### config.mk
export PLATFORM = sky130hd
export DESIGN_NAME = btn_event_arbiter
export DESIGN_NICKNAME = d
export VERILOG_FILES = /design/src/rtl/btn_event_arbiter.sv
export SDC_FILE = /design/constraint.sdc
export NUM_CORES = 1
export LEC_CHECK = 0
export BUFFER_PORTS_ARGS = -buffer_cell sky130_fd_sc_hd__buf_2
export CAP_MARGIN = 20
export CORE_AREA = 4 4 81 83
export CTS_CLUSTER_DIAMETER = 120
export DETAILED_ROUTE_END_ITERATION = 8
export DIE_AREA = 0 0 85 87
export PLACE_DENSITY = 0.71
export SYNTH_ARGS = -nofsm -noshare
export SYNTH_HDL_FRONTEND = slang
export SYNTH_SLANG_ARGS = --single-unit
### constraint.sdc
create_clock -name clk -period 4.78 [get_ports clk]
set_input_delay 0.478 -clock clk [delete_from_list [all_inputs] [get_ports clk]]
set_output_delay 0.478 -clock clk [all_outputs]
set_load 0.05 [all_outputs]
### src/rtl/btn_event_arbiter.sv
// Debounced multi-button front end: per-channel sync + debounce, press/release
// pending flags, and a round-robin arbiter offering one event at a time.
`timescale 1ns/1ps
module btn_event_arbiter #(
    parameter int N_BTN           = 4,
    parameter int DEBOUNCE_CYCLES = 16,
    localparam int ID_W           = (N_BTN > 1) ? $clog2(N_BTN) : 1
) (
    input  logic             clk,
    input  logic             rst_n,
    input  logic [N_BTN-1:0] btn_in,
    input  logic             evt_ready,
    output logic             evt_valid,
    output logic [ID_W-1:0]  evt_id,
    output logic             evt_type,
    output logic [N_BTN-1:0] btn_level,
    output logic             evt_drop
);

    localparam int               CNT_W   = $clog2(DEBOUNCE_CYCLES);
    localparam logic [CNT_W-1:0] CNT_MAX = CNT_W'(DEBOUNCE_CYCLES - 1);
    localparam logic [ID_W:0]    N_WRAP  = (ID_W + 1)'(N_BTN);
    localparam logic [ID_W-1:0]  LAST_ID = ID_W'(N_BTN - 1);

    localparam logic [0:0] ST_IDLE  = 1'b0;
    localparam logic [0:0] ST_OFFER = 1'b1;

    logic [N_BTN-1:0] s1, s2, deb;
    logic [CNT_W-1:0] cnt [N_BTN];
    logic [N_BTN-1:0] press_set, rel_set, press_clr, rel_clr;
    logic [N_BTN-1:0] press_pend, rel_pend;
    logic [ID_W-1:0]  rr_ptr;
    logic [0:0]       state;
    logic             found;
    logic [ID_W-1:0]  pick_id;
    logic             pick_type;
    logic [ID_W:0]    scan_sum;
    logic [ID_W-1:0]  scan_idx;

    assign btn_level = deb;

    // The debounced level flips on the edge where the count saturates, so the
    // event flags are set from the same condition to land on that edge too.
    always_comb begin
        press_set = '0;
        rel_set   = '0;
        for (int i = 0; i < N_BTN; i++) begin
            if ((s2[i] != deb[i]) && (cnt[i] == CNT_MAX)) begin
                press_set[i] = s2[i];
                rel_set[i]   = ~s2[i];
            end
        end
    end

    always_ff @(posedge clk) begin
        if (!rst_n) begin
            s1  <= '0;
            s2  <= '0;
            deb <= '0;
            for (int i = 0; i < N_BTN; i++) cnt[i] <= '0;
        end else begin
            s1 <= btn_in;
            s2 <= s1;
            for (int i = 0; i < N_BTN; i++) begin
                if (s2[i] == deb[i]) begin
                    cnt[i] <= '0;
                end else if (cnt[i] == CNT_MAX) begin
                    deb[i] <= s2[i];
                    cnt[i] <= '0;
                end else begin
                    cnt[i] <= cnt[i] + 1'b1;
                end
            end
        end
    end

    // Round-robin scan from rr_ptr; press outranks release within a channel.
    always_comb begin
        found     = 1'b0;
        pick_id   = '0;
        pick_type = 1'b0;
        press_clr = '0;
        rel_clr   = '0;
        scan_sum  = '0;
        scan_idx  = '0;
        if (state == ST_IDLE) begin
            for (int k = 0; k < N_BTN; k++) begin
                scan_sum = {1'b0, rr_ptr} + (ID_W + 1)'(k);
                if (scan_sum >= N_WRAP) scan_sum = scan_sum - N_WRAP;
                scan_idx = scan_sum[ID_W-1:0];
                if (!found && (press_pend[scan_idx] || rel_pend[scan_idx])) begin
                    found     = 1'b1;
                    pick_id   = scan_idx;
                    pick_type = ~press_pend[scan_idx];
                    if (press_pend[scan_idx]) press_clr[scan_idx] = 1'b1;
                    else                      rel_clr[scan_idx]   = 1'b1;
                end
            end
        end
    end

    // A set always wins over a same-cycle grant; only a set onto a live flag is lost.
    always_ff @(posedge clk) begin
        if (!rst_n) begin
            press_pend <= '0;
            rel_pend   <= '0;
            evt_drop   <= 1'b0;
        end else begin
            press_pend <= (press_pend & ~press_clr) | press_set;
            rel_pend   <= (rel_pend & ~rel_clr) | rel_set;
            evt_drop   <= |((press_set & press_pend & ~press_clr) |
                            (rel_set & rel_pend & ~rel_clr));
        end
    end

    always_ff @(posedge clk) begin
        if (!rst_n) begin
            state     <= ST_IDLE;
            rr_ptr    <= '0;
            evt_valid <= 1'b0;
            evt_id    <= '0;
            evt_type  <= 1'b0;
        end else begin
            case (state)
                ST_IDLE: begin
                    if (found) begin
                        evt_valid <= 1'b1;
                        evt_id    <= pick_id;
                        evt_type  <= pick_type;
                        state     <= ST_OFFER;
                    end
                end
                default: begin
                    if (evt_ready) begin
                        evt_valid <= 1'b0;
                        rr_ptr    <= (evt_id == LAST_ID) ? '0 : evt_id + 1'b1;
                        state     <= ST_IDLE;
                    end
                end
            endcase
        end
    end

endmodule

Word level (Yosys, flattened, before mapping) --
Memory sizes are Yosys's and may differ from the RTL's. Cells that the tools add are included.
Storage, ports and cells: latch bits 0, register bits 28, word-level logic and storage cells 266, bits in writable memories 16, memory bits (read-only) 0, memories kept 1
Memory list:
- cnt | words 4, width 4, rd ports 4, clocked after Yosys merged registers in 0, write ports 4, line 29 | logic [CNT_W-1:0] cnt [N_BTN];
Cells by class: equality and inequality tests 14, bitwise logic cells 42, div/mod/pow operators 0, $lt $le $gt $ge 12, shift-type cells 0, multipliers 0, muxes and demuxes 144, add/subtract/negate cells 12, reductions and logical operators 27
Operator list (number):
- $mux W4 | 36
- $mux W1 | 83
- $or A4 B4 Y4 | 9
- $mux W2 | 13
- $and A4 B4 Y4 | 6
- $add A4 B1 Y4 const B | 4
- $bmux W1 S2 | 8
- $eq A4 B4 Y1 const B | 4
- $reduce_and A2 Y1 | 7
- $not A1 Y1 | 13
- $lt A2 B3 Y1 const B | 4
- $or A1 B1 Y1 | 12
- $logic_and A1 B1 Y1 | 11
- $ge A3 B3 Y1 const B | 3
- $demux W1 S2 | 4
- $ge A2 B1 Y1 const B | 4
- $not A4 Y4 | 2
- $sub A2 B1 Y2 const B | 4
- $add A2 B2 Y3 const B | 2
- $eq A1 B1 Y1 | 4
- $logic_or A1 B1 Y1 | 4
- $ne A1 B1 Y1 | 4
- $reduce_or A4 Y1 | 1
- $add A2 B1 Y3 const B | 1
- 6 further kinds | 8

Logic depth before layout (Yosys ltp) --
Gate-level depths: netlist (run 1).
depth after elaboration 26, gate-level depth with buffers 9

Worst setup path after synthesis (run 1) --
Ideal clock, no wire load.
path kind register to register, start point reg rr_ptr[0], end point reg evt_drop, buffers on the path 1, setup time 0.125 ns, arrival 2.887 ns, cell stages (with the launch flop) 10, setup slack 1.768 ns, cell sequence dfxtp_1 buf_2 inv_1 ha_1 mux4_2 nor4_4 and3_4 a221o_2 o221ai_2 o41a_1
Between the ends: word-level cells in the longest chain between the ends 26
RTL lines:
- start: declaration | line 32 | logic [ID_W-1:0] rr_ptr;
- start signal: assignment | line 136 | rr_ptr <= (evt_id == LAST_ID) ? '0 : evt_id + 1'b1;
- $ge A2 B3 Y1 / $sub A2 B1 Y2 (equally long branches) | line 89 | if (scan_sum >= N_WRAP) scan_sum = scan_sum - N_WRAP;
- $mux W2 | line 89
- $mux W2 | line 86 | if (state == ST_IDLE) begin
- $lt A2 B3 Y1 (not written as such) / $ge A2 B1 Y1 (equally long branches) | line 95, 96
- $logic_and A1 B1 Y1 (not written as such) | line 95, 96
- $mux W1 (not written as such) | line 95, 96
- $demux W1 S2 | line 95, 96
- $mux W4 | line 95 | if (press_pend[scan_idx]) press_clr[scan_idx] = 1'b1;
- [... 10 more ...]
- $or A4 B4 Y4 (no line)
- $mux W4 | line 95
- $mux W4 | line 91 | if (!found && (press_pend[scan_idx] || rel_pend[scan_idx])) begin
- $mux W4 | line 86
- $not A4 Y4, on equally long branches | line 111, 112
- $and A4 B4 Y4, on equally long branches | line 111, 112
- $or A4 B4 Y4 * | line 111 | evt_drop <= |((press_set & press_pend & ~press_clr) |
- $reduce_or A4 Y1 * | line 111
- end signal: assignment | line 111
- end: declaration | line 17 | output logic evt_drop
Mark *: on every way between the ends. The rest lies on a longest branch, timed or not. The select of a mux whose other input is x is not followed. A chain may end at the register's enable or synchronous reset.

Final worst setup path (run 1) --
Same ends and word-level chain as after synthesis.

==> results of run 1 <==
cells by family after synthesis:
family                     share of synthesized area [%]
DFF                                                40.15
AOI/OAI and AO/OA                                  15.73
and+or+nand+nor                                    23.12
other                                             0.1446
muxes                                              8.494
buffers and inverters                              3.378
adders and majority gates                          6.274
xor gates and xnor gates                           2.702
metal layers:
layer | global-route usage (%) | wire length [µm] | part of all wire, %
met5 | 0 | 0 | 0
met1 | 20.79 | 2527 | 47
met3 | 3.500 | 223 | 4.1
met2 | 24.72 | 2482 | 46
met4 | 7.338 | 176 | 3.3
path summary, 6_finish.rpt:
path,from,to,slack (ns),depth (start not counted)
max reg2reg,rr_ptr[0]$_SDFFE_PN0P_,evt_drop$_SDFF_PN0_,1.27,8
max,rr_ptr[0]$_SDFFE_PN0P_,evt_drop$_SDFF_PN0_,1.27,8
min,btn_in[2],s1[2]$_SDFF_PN0_,0.38,2
min reg2reg,s1[2]$_SDFF_PN0_,s2[2]$_SDFF_PN0_,0.44,1
where the power goes:
group | leakage (nW) | switching, mW | internal [mW]
Combinational | 0.679 | 0.0168 | 0.0112
Sequential | 0.392 | 0.00620 | 0.397
Clock | 0.0445 | 0.124 | 0.117
synthesized netlist by cell type, types with 4 or more instances:
master	count
a21oi_1	16
a221o_1	6
and2_1	11
and3_1	7
clkbuf_1	8
dfxtp_1	28
edfxtp_1	16
ha_1	13
inv_1	11
mux2i_1	4
mux4_2	8
nand2_1	20
nand3_1	12
nor2_1	29
nor2b_1	10
o21ai_0	11
or2_2	5
xnor2_1	4
xor2_1	4
state kept, by name (all words and copies together) (netlist names):
| signal | cells |
|---|---|
| rel_pend | 4 |
| evt_drop | 1 |
| evt_type | 1 |
| rr_ptr | 2 |
| s1 | 4 |
| evt_id | 2 |
| evt_valid | 1 |
| state | 1 |
| s2 | 4 |
| btn_level | 4 |
| press_pend | 4 |
| cnt | 16 |
critical path, delay by kind of cell (launching register included):
| kind | cells | cell delay [ns] |
|---|---|---|
| fa+ha+maj | 1 | 0.49 |
| mux | 1 | 0.44 |
| compound gates | 3 | 0.66 |
| simple gates | 2 | 0.80 |
| flops | 1 | 0.78 |
| buf+inv | 1 | 0.22 |
area by class of cell:
| type | count | area (µm²) | area share, % |
|---|---|---|---|
| Timing Repair Buffer | 15 | 75.07 | 2.620 |
| Multi-Input combinational cell | 217 | 1520 | 53.06 |
| Inverter | 11 | 41.29 | 1.441 |
| Clock inverter | 1 | 7.507 | 0.2620 |
| Clock buffer | 7 | 86.33 | 3.013 |
| Tap cell | 75 | 93.84 | 3.275 |
| Sequential cell | 44 | 1041 | 36.33 |
stage by stage:
stage / area (µm²) / cells / power [mW] / worst slack (ns)
global route: 2865 / 370 / 0.7083 / 0.9823
global placement: 2771 / 362 / 0.4393 / 1.392
floorplan: 2649 / 282 / 0.4315 / 1.768
detailed placement: 2771 / 362 / 0.4403 / 1.297
finish: 2865 / 370 / 0.6728 / 1.273
CTS: 2865 / 370 / 0.6826 / 1.285
==> results.md, run 1 <==
- Clock transition at path regs: 0.08 ns
- Max Freq: 285.1 MHz
- Worst hold path class: in2reg
- Die ar.: 7395 µm²
- Largest net degree at the start of global routing: 19
- Total clock sinks: 44
- Critical path cell sequence: inv_1 -> ha_1 -> mux4_2 -> nor4_4 -> and3_4 -> a221o_1 -> o22ai_1 -> o41a_1
- Post-DP HPWL: 4.056 mm
- Initial antenna violation count: 0
- Cts bufs inserted: 5
- Die Height: 87 µm
- Routability cong.: 0.9292
- Vias in the first global route: 1953
- Port bufs: 15
- Via-to-Cell Ratio: 5.549
- Htree depth: 2
- Ys flop type: dfxtp_1
- WL final: 5.409 mm
- Arrival @ worst endpoint: 3.69 ns
- Leading area contributor after synthesis: dfxtp_1
- Clock Tree Buf Depth: 2
- Final hold vios: 0
- Layout net count: 314
- Crit. End Element: flop
- Max VDD drop: 0.0001893 V
- CTS tree: yes
- Setup CP Type: reg2reg
- Status: finished clean
- Synth Cell Area: 2592 µm²
- Final Skew: 0.004161 ns
- Final Setup Violations: 0
- Top post-synthesis cells by area: dfxtp_1 22%, edfxtp_1 19%, mux4_2 6.9%
- Post-synth EDFFs: 16
- DRT iter0 DRCs: 165
- Syn avg cell area: 9.710 µm²
- Post-synth top area share: 21.62%
- CP Launch Type: flop
- Largest fanout on the critical path: 16
- Fin crit period: 3.507 ns
- CP max-delay cell: dfxtp_1
- Post-DRT Antenna Nets: 0
- Via count: 2053
- Die width: 85 µm
- TritonRoute pass-1 iters: 4
- Share of cells above drive strength 1: 14.24%
- Post-synth ARST share: 0%
- Max-slew headroom: 53.14%
- RSZ-0062 raised after global routing: false
- Number of fill cells: 560
- Worst Tran Pin Value: 0.7019 ns
- Global-route wire length before repair: 9.239 mm
- Number of antenna diodes: 0
- Clk Latency, worst-skew pair: 0.29 ns
- Crit path required time: 4.96 ns
- # Post-CTS Setup Buffers: 0
- Grt ovf: 0
- Fin Setup TNS: 0 ns
- P_leak: 1.115 nW
- Post-Route Utilization: 48.97%
- Syn. warnings: 0
- Seq/Total Area, Yosys: 40.15%
- Yosys reg bits: 44
- Max incr delay on CP: 0.78 ns
- Unique masters post-synth: 47
- Final period util: 73.37%
- Rows: 28
- PwrDens: 234.8 nW/µm²
- CTS resizes: 0
- Max-cap violations: 0
- Commonest non-fill, non-tap cells in the layout: 29 x nor2_1, 28 x dfxtp_1, 20 x nand2_1
- Area growth from synthesis to layout: 10.52%
- Starting Density: 44.31%
- Wire length per cell: 14.62 µm
- Cts-stage hold buffer count: 0
- Min Hold Slack: 0.3828 ns
- Slew Viols, Final: 0
- Root Buffer: clkbuf_8
- Synthesized instance count: 267
- Post-route DRC: 0
- CORE AREA: 5851 µm²
- Commonest non-fill, non-tap cell in the layout: nor2_1
- Overall Global Routing Usage: 15.78%
- # IOs: 16
No activity file was read; power rests on OpenSTA's default activity.
==> inputs of run 2 (changes only) <==
--- a/config.mk
+++ b/config.mk
@@ -5,13 +5,14 @@
 export SDC_FILE = /design/constraint.sdc
 export NUM_CORES = 1
 export LEC_CHECK = 0
+export ABC_AREA = 1
 export BUFFER_PORTS_ARGS = -buffer_cell sky130_fd_sc_hd__buf_2
 export CAP_MARGIN = 20
-export CORE_AREA = 4 4 81 83
+export CORE_AREA = 4 4 82 84
 export CTS_CLUSTER_DIAMETER = 120
 export DETAILED_ROUTE_END_ITERATION = 8
-export DIE_AREA = 0 0 85 87
-export PLACE_DENSITY = 0.71
+export DIE_AREA = 0 0 86 88
+export PLACE_DENSITY = 0.73
 export SYNTH_ARGS = -nofsm -noshare
 export SYNTH_HDL_FRONTEND = slang
 export SYNTH_SLANG_ARGS = --single-unit
==> constraint.sdc (replaced) <==
create_clock -name clk -period 3.1 [get_ports clk]
set_input_delay 0.31 -clock clk [delete_from_list [all_inputs] [get_ports clk]]
set_output_delay 0.31 -clock clk [all_outputs]
set_load 0.05 [all_outputs]
==> results.md, run 2 <==
- Critical path cell sequence: inv_2 -> ha_1 -> inv_1 -> nand3_1 -> nand2_2 -> nand2_2 -> nor2_4 -> nand3_2 -> nor2_4 -> nand2_1 -> nand2_1 -> nand2_1 -> nand2_1 -> nand2_1 -> nor2_1 -> a21oi_1
- Commonest non-fill, non-tap cells in the layout: 99 x nand2_1, 57 x nor2_1, 46 x inv_1
- Number of antenna diodes: 0 (unchanged)
- Unique masters post-synth: 28 (-40%)
- Root Buffer: clkbuf_8
- Fin Setup TNS: 0 ns (unchanged)
- Worst slack, placed: 0.3882 ns (-0.9092 ns)
- Top post-synthesis cells by area: dfxtp_1 21%, edfxtp_1 18%, nand2_1 14%
- CP Launch Type: flop
- Share of cells above drive strength 1: 9.852% (-4.4 points)
- Layout net count: 425 (+35%)
- Main combinational cell family by area after synthesis: simple AND/OR/NAND/NOR gates
- DRT iter0 DRCs: 139 (-16%)
- Clock Tree Buf Depth: 2 (unchanged)
- Die Height: 88 µm (+1.1%)
- Setup CP Type: reg2reg
- Synth Area in Simple Gates: 36.36% (+13 points)
- # IOs: 16 (unchanged)
- Synthesized instance count: 372 (+39%)
- Clock transition at path regs: 0.08 ns (about the same)
- Storage element area: 1041 µm² (unchanged)
- Crit path buf inv count: 2 (+1)
- Max reg flops: 16 (unchanged)
- Worst hold path class: in2reg
- CP max-delay cell: dfxtp_1
- Delay-heaviest family, CP: simple AND/OR/NAND/NOR gates
- Fin crit period: 2.742 ns (-0.7649 ns)
- Htree depth: 2 (unchanged)
- Die ar.: 7568 µm² (+2.3%)
- Initial antenna violation count: 0 (unchanged)
- Design Power: 1.530 mW (+130%)
- Global-route wire length before repair: 9.653 mm (+4.5%)
- Number of fill cells: 590 (+5.4%)
- Routability cong.: 0.9354 (+0.67%)
- Post-synth ARST share: 0% (unchanged)
- Multi-input combinational cell area: 1411 µm² (-7.2%)
- Crit path required time: 3.27 ns (-1.69 ns)
- Die width: 86 µm (+1.2%)
- PwrDens: 523.8 nW/µm² (+120%)
- Cts bufs inserted: 5 (unchanged)
- RSZ-0062 raised after global routing: false
- Worst Tran Pin Value: 0.4868 ns (-0.2151 ns)
- Synth Cell Area: 2629 µm² (+1.4%)
- Seq/Total Area, Yosys: 39.60% (-0.55 points)
- CTS tree: yes
- Synth Area in Compound Gates: 5.521% (-10 points)
- Fin worst setup slack: 0.3579 ns (-0.9151 ns)
- Post-synthesis mux area share: 0% (-8.5 points)
- CTS resizes: 0 (unchanged)
- Post-synth EDFFs: 16 (unchanged)
- Post-DRT Antenna Nets: 0 (unchanged)
- Yosys reg bits: 44 (unchanged)
- Status: finished clean
- Xor and xnor area share after synthesis: 3.332% (+0.63 points)
- # Post-CTS Setup Buffers: 0 (unchanged)
- Final Setup Violations: 0 (unchanged)
- Crit. End Element: flop
- Vias in the first global route: 2229 (+14%)
- Commonest non-fill, non-tap cell in the layout: nand2_1
- Post-DP HPWL: 4.188 mm (+3.2%)
- P_leak: 1.386 nW (+24%)
- Overall Global Routing Usage: 15.83% (+0.046 points)
- WL final: 5.295 mm (-2.1%)
- Via count: 2330 (+13%)
- Port bufs: 15 (unchanged)
- TritonRoute pass-1 iters: 5 (+1)
- Syn avg cell area: 7.067 µm² (-27%)
- Wire length per cell: 11.01 µm (-25%)
- Syn. warnings: 0 (unchanged)
- Max VDD drop: 0.0003502 V (+85%)
- Synth Area in Adders: 6.188% (-0.087 points)
- Starting Density: 44.40% (+0.088 points)
- Top post-synthesis cells by count: 99 x nand2_1, 57 x nor2_1, 46 x inv_1
- Final hold vios: 0 (unchanged)
- Max incr delay on CP: 0.53 ns (-0.25 ns)
- Slew Viols, Final: 0 (unchanged)
- Largest fanout on the critical path: 12 (-4)
- Crit-path most repeated cell: nand2_1
- Post-route DRC: 0 (unchanged)
- Final Skew: 0.004804 ns (+0.0006437 ns)
- Area growth from synthesis to layout: 11.14%
- Max-slew headroom: 67.09% (+14 points)
- Ys flop type: dfxtp_1
- Most flop-heavy register: cnt
- Final period util: 88.45% (+15 points)
- Cts-stage hold buffer count: 0 (unchanged)
- Max-cap violations: 0 (unchanged)
- Largest net degree at the start of global routing: 21 (+2)
- Post-synth top area share: 21.32% (-0.30 points)
- Count leader, synth: nand2_1
- Grt ovf: 0 (unchanged)
- CORE AREA: 5921 µm² (+1.2%)
- Clk Latency, worst-skew pair: 0.29 ns (about the same)
- Arrival @ worst endpoint: 2.91 ns (-0.78 ns)
- Total clock sinks: 44 (unchanged)
- Leading area contributor after synthesis: dfxtp_1
- Via-to-Cell Ratio: 4.844 (-13%)
- Rows: 28 (unchanged)
- Max Freq: 364.7 MHz (+28%)
==> run 2: changes by cell type after synthesis, moves of 6 or more <==
cell / delta
and2_1: -11
nand3_1: +32
nand2_1: +79
inv_1: +35
nor2b_1: -10
nand2_2: +7
and3_1: -7
nor2_1: +28
a221o_1: -6
mux4_2: -8
==> run 2: path summary, 6_finish.rpt <==
path | start | endpoint | slack (ns) | cells after the start
setup / recovery | rr_ptr[1]$_SDFFE_PN0P_ | evt_drop$_SDFF_PN0_ | 0.36 | 16
hold / removal | btn_in[2] | s1[2]$_SDFF_PN0_ | 0.20 | 3
setup reg to reg | rr_ptr[1]$_SDFFE_PN0P_ | evt_drop$_SDFF_PN0_ | 0.36 | 16
hold reg to reg | s1[3]$_SDFF_PN0_ | s2[3]$_SDFF_PN0_ | 0.42 | 2
==> run 2: report_power, final <==
part	total (mW)	switching [mW]	internal (mW)
clock network	0.369	0.188	0.181
registers	0.661	0.0261	0.635
logic	0.500	0.353	0.147
==> run 2: cell type report <==
cell class,count,area share [%]
clock inverter,1,0.2570
inverter,51,6.552
multi-input combinational,286,48.31
sequential,44,35.63
timing repair buffer,17,3.084
tap,75,3.212
clock buffer,7,2.955
==> run 2: metrics by stage <==
step                instance area, µm²  utilization [%]  std cells  hold WS (ns)
CTS                               2922            49.34        481        0.1875
global placement                  2828            47.76        473        0.3935
finish                            2922            49.34        481        0.1963
global route                      2922            49.34        481        0.2044
detailed placement                2828            47.76        473        0.4024
floorplan                         2685                -        387        0.3905
==> run 2: kinds of logic after synthesis <==
| group | count (synthesis) |
|---|---|
| DFF | 44 |
| buffers and inverters | 57 |
| xor gates and xnor gates | 10 |
| AOI/OAI and AO/OA | 27 |
| adders and majority gates | 13 |
| other | 1 |
| and+or+nand+nor | 220 |
==> run 2: layer usage <==
metal,wire [µm],up-vias,global-route usage (%),share of wire (%)
met2,2398,57,26.35,45
li1,-,1228,-,-
met1,2471,1029,19.95,47
met4,193,0,7.770,3.6
met5,0,-,0,0
met3,232,16,2.540,4.4
==> run 2: worst min-delay path: stages <==
cell	delay, ns
buf_2	0.07
nand2_1	0.04
inv_1	0.04
==> inputs of run 3 (changes only) <==
--- a/config.mk
+++ b/config.mk
@@ -8,11 +8,11 @@
 export ABC_AREA = 1
 export BUFFER_PORTS_ARGS = -buffer_cell sky130_fd_sc_hd__buf_2
 export CAP_MARGIN = 20
-export CORE_AREA = 4 4 82 84
+export CORE_AREA = 4 4 75 77
 export CTS_CLUSTER_DIAMETER = 120
 export DETAILED_ROUTE_END_ITERATION = 8
-export DIE_AREA = 0 0 86 88
-export PLACE_DENSITY = 0.73
+export DIE_AREA = 0 0 79 81
+export PLACE_DENSITY = 0.84
 export SYNTH_ARGS = -nofsm -noshare
 export SYNTH_HDL_FRONTEND = slang
 export SYNTH_SLANG_ARGS = --single-unit
==> results.md, run 3 (same netlist as run 2, synthesis figures left out) <==
- Global-route wire length before repair: 9.487 mm (-1.7%)
- Clk Latency, worst-skew pair: 0.29 ns (about the same)
- Via count: 2315 (-0.64%)
- Min Hold Slack: 0.1902 ns (-0.006123 ns)
- Starting Density: 52.47% (+8.1 points)
- Crit-path most repeated cell: nand2_1
- Routability cong.: 1.040 (+11%)
- Wire length per cell: 11.05 µm (+0.40%)
- Final period util: 89.84% (+1.4 points)
- # Post-CTS Setup Buffers: 0 (unchanged)
- Max VDD drop: 0.0003557 V (+1.6%)
- CTS tree: yes
- Via-to-Cell Ratio: 4.874 (+0.61%)
- Slew Viols, Final: 0 (unchanged)
- Die width: 79 µm (-8.1%)
- Max incr delay on CP: 0.54 ns (about the same)
- Clock transition at path regs: 0.09 ns (about the same)
- Htree depth: 2 (unchanged)
- Clock Tree Buf Depth: 2 (unchanged)
- Overall Global Routing Usage: 18.49% (+2.7 points)
- Status: finished clean
- PwrDens: 526.3 nW/µm² (+0.49%)
- Crit. End Element: flop
- # IOs: 16 (unchanged)
- Commonest non-fill, non-tap cell in the layout: nand2_1
- Post-DRT Antenna Nets: 0 (unchanged)
- Setup CP Type: reg2reg
- Internal cell power: 0.9435 mW (-2.0%)
- Design Power: 1.530 mW (about the same)
- Combinational fraction of design power: 32.3% (-0.4 points)
- P_leak: 1.381 nW (-0.34%)
- Total clock sinks: 44 (unchanged)
- Worst hold path endpoint: s1[0]$_SDFF_PN0_
- CORE AREA: 5010 µm² (-15%)
- WL final: 5.250 mm (-0.85%)
- Final Setup Violations: 0 (unchanged)
- Initial antenna violation count: 0 (unchanged)
- DRT iter0 DRCs: 242 (+74%)
- Fin worst setup slack: 0.3149 ns (-0.04303 ns)
- Critical path cell sequence: inv_2 -> ha_1 -> inv_1 -> nand3_1 -> nand2_2 -> nand2_2 -> nor2_4 -> nand3_1 -> nor2_1 -> nor2_1 -> nand2_1 -> nand2_1 -> nand2_1 -> nand2_1 -> nor2_1 -> a21oi_1
- Rows: 26 (-7.1%)
- Fin crit period: 2.785 ns (+0.04303 ns)
- Number of fill cells: 490 (-17%)
- Vias in the first global route: 2278 (+2.2%)
- Multi-input combinational cell area: 1411 µm² (unchanged)
- Port bufs: 15 (unchanged)
- Clock power share: 24.0% (about the same)
- Commonest non-fill, non-tap cells in the layout: 99 x nand2_1, 57 x nor2_1, 46 x inv_1
- Post-DP HPWL: 4.206 mm (+0.44%)
- Seq pwr share: 43.7% (+0.5 points)
- TritonRoute pass-1 iters: 4 (-1)
- CP Launch Type: flop
- Layout net count: 424 (-0.24%)
- Post-route DRC: 0 (unchanged)
- Worst Min Path Start: btn_in[0]
- Largest fanout on the critical path: 12 (unchanged)
- Arrival @ worst endpoint: 2.96 ns (+0.05 ns)
- Hold Crit Depth: 3 (unchanged)
- Cts bufs inserted: 5 (unchanged)
- Crit path required time: 3.27 ns (about the same)
- Share of cells above drive strength 1: 9.877% (+0.024 points)
- Max reg flops: 16 (unchanged)
- Most flop-heavy register: cnt
- Grt ovf: 0 (unchanged)
- Final Skew: 0.007187 ns (+0.002383 ns)
- Largest net degree at the start of global routing: 21 (unchanged)
- Worst hold path class: in2reg
- Cts-stage hold buffer count: 0 (unchanged)
- Number of antenna diodes: 0 (unchanged)
- Die ar.: 6399 µm² (-15%)
- Fin Setup TNS: 0 ns (unchanged)
- Max-cap violations: 0 (unchanged)
- RSZ-0062 raised after global routing: false
- Worst slack, placed: 0.3664 ns (-0.02181 ns)
- Psw: 0.5869 mW (+3.5%)
- Switching part of the total: 38.35% (+1.3 points)
- Final hold vios: 0 (unchanged)
- Area growth from synthesis to layout: 10.61%
- R2r startpoint: rr_ptr[1]$_SDFFE_PN0P_
- R2R setup slack: 0.31 ns (-0.04 ns)
- FF-to-FF End: evt_drop$_SDFF_PN0_
- CTS resizes: 0 (unchanged)
- Storage element area: 1041 µm² (unchanged)
- CP max-delay cell: dfxtp_1
- Root Buffer: clkbuf_8
- Die Height: 81 µm (-8.0%)
- Max Freq: 359.1 MHz (-1.5%)
- R2R cell count: 16 (unchanged)
-- run 3: cell types whose count changed in the layout (fill, tap and decap cells not counted) --
cell      previous run  this run
clkbuf_8             6         5
inv_6                0         2
buf_4                2         1
clkbuf_1             1         0
-- run 3: metal layers --
layer	GRT usage, %	wire length, µm
met1	21.77	2268
met2	31.73	2553
met3	3.437	237
met4	10.48	190
met5	0	0
-- run 3: critical path: cells and delay by family, from the launching register on --
family                     cells  cell delay [ns]
and+or+nand+nor               12             1.29
adders and majority gates      1             0.41
buffers and inverters          2             0.37
DFF                            1             0.54
AOI/OAI and AO/OA              1             0.07
-- run 3: worst max-delay path by stage --
stage / from / end / depth (start not counted)
after floorplan: rr_ptr[1]$_SDFFE_PN0P_ / evt_drop$_SDFF_PN0_ / 16
after global placement: rr_ptr[1]$_SDFFE_PN0P_ / evt_drop$_SDFF_PN0_ / 16
after detailed placement: rr_ptr[1]$_SDFFE_PN0P_ / evt_drop$_SDFF_PN0_ / 16
after CTS: rr_ptr[1]$_SDFFE_PN0P_ / evt_drop$_SDFF_PN0_ / 16
after global routing: rr_ptr[0]$_SDFFE_PN0P_ / evt_drop$_SDFF_PN0_ / 16
final: rr_ptr[1]$_SDFFE_PN0P_ / evt_drop$_SDFF_PN0_ / 16
-- run 3: stage by stage --
| stage | area (µm²) | util (%) | std cells |
|---|---|---|---|
| 2_1_floorplan | 2685 | - | 387 |
| 3_3_place_gp | 2814 | 56.17 | 467 |
| 3_5_place_dp | 2814 | 56.17 | 467 |
| 4_1_cts | 2908 | 58.04 | 475 |
| 5_1_grt | 2908 | 58.04 | 475 |
| 6_report | 2908 | 58.04 | 475 |
-- run 3: layout make-up --
type / instances / area share, %
Sequential cell: 44 / 35.80
Inverter: 51 / 6.583
Timing Repair Buffer: 16 / 2.840
Clock buffer: 5 / 2.367
Multi-Input combinational cell: 286 / 48.54
Tap cell: 70 / 3.012
Clock inverter: 3 / 0.8606
-- run 3: power groups by stage --
stage | registers [mW] | logic, mW | clock network, mW
floorplan | 0.719 | 0.362 | 0
global placement | 0.680 | 0.477 | 0
detailed placement | 0.682 | 0.483 | 0
CTS | 0.669 | 0.485 | 0.381
global route | 0.676 | 0.552 | 0.406
finish | 0.670 | 0.494 | 0.367
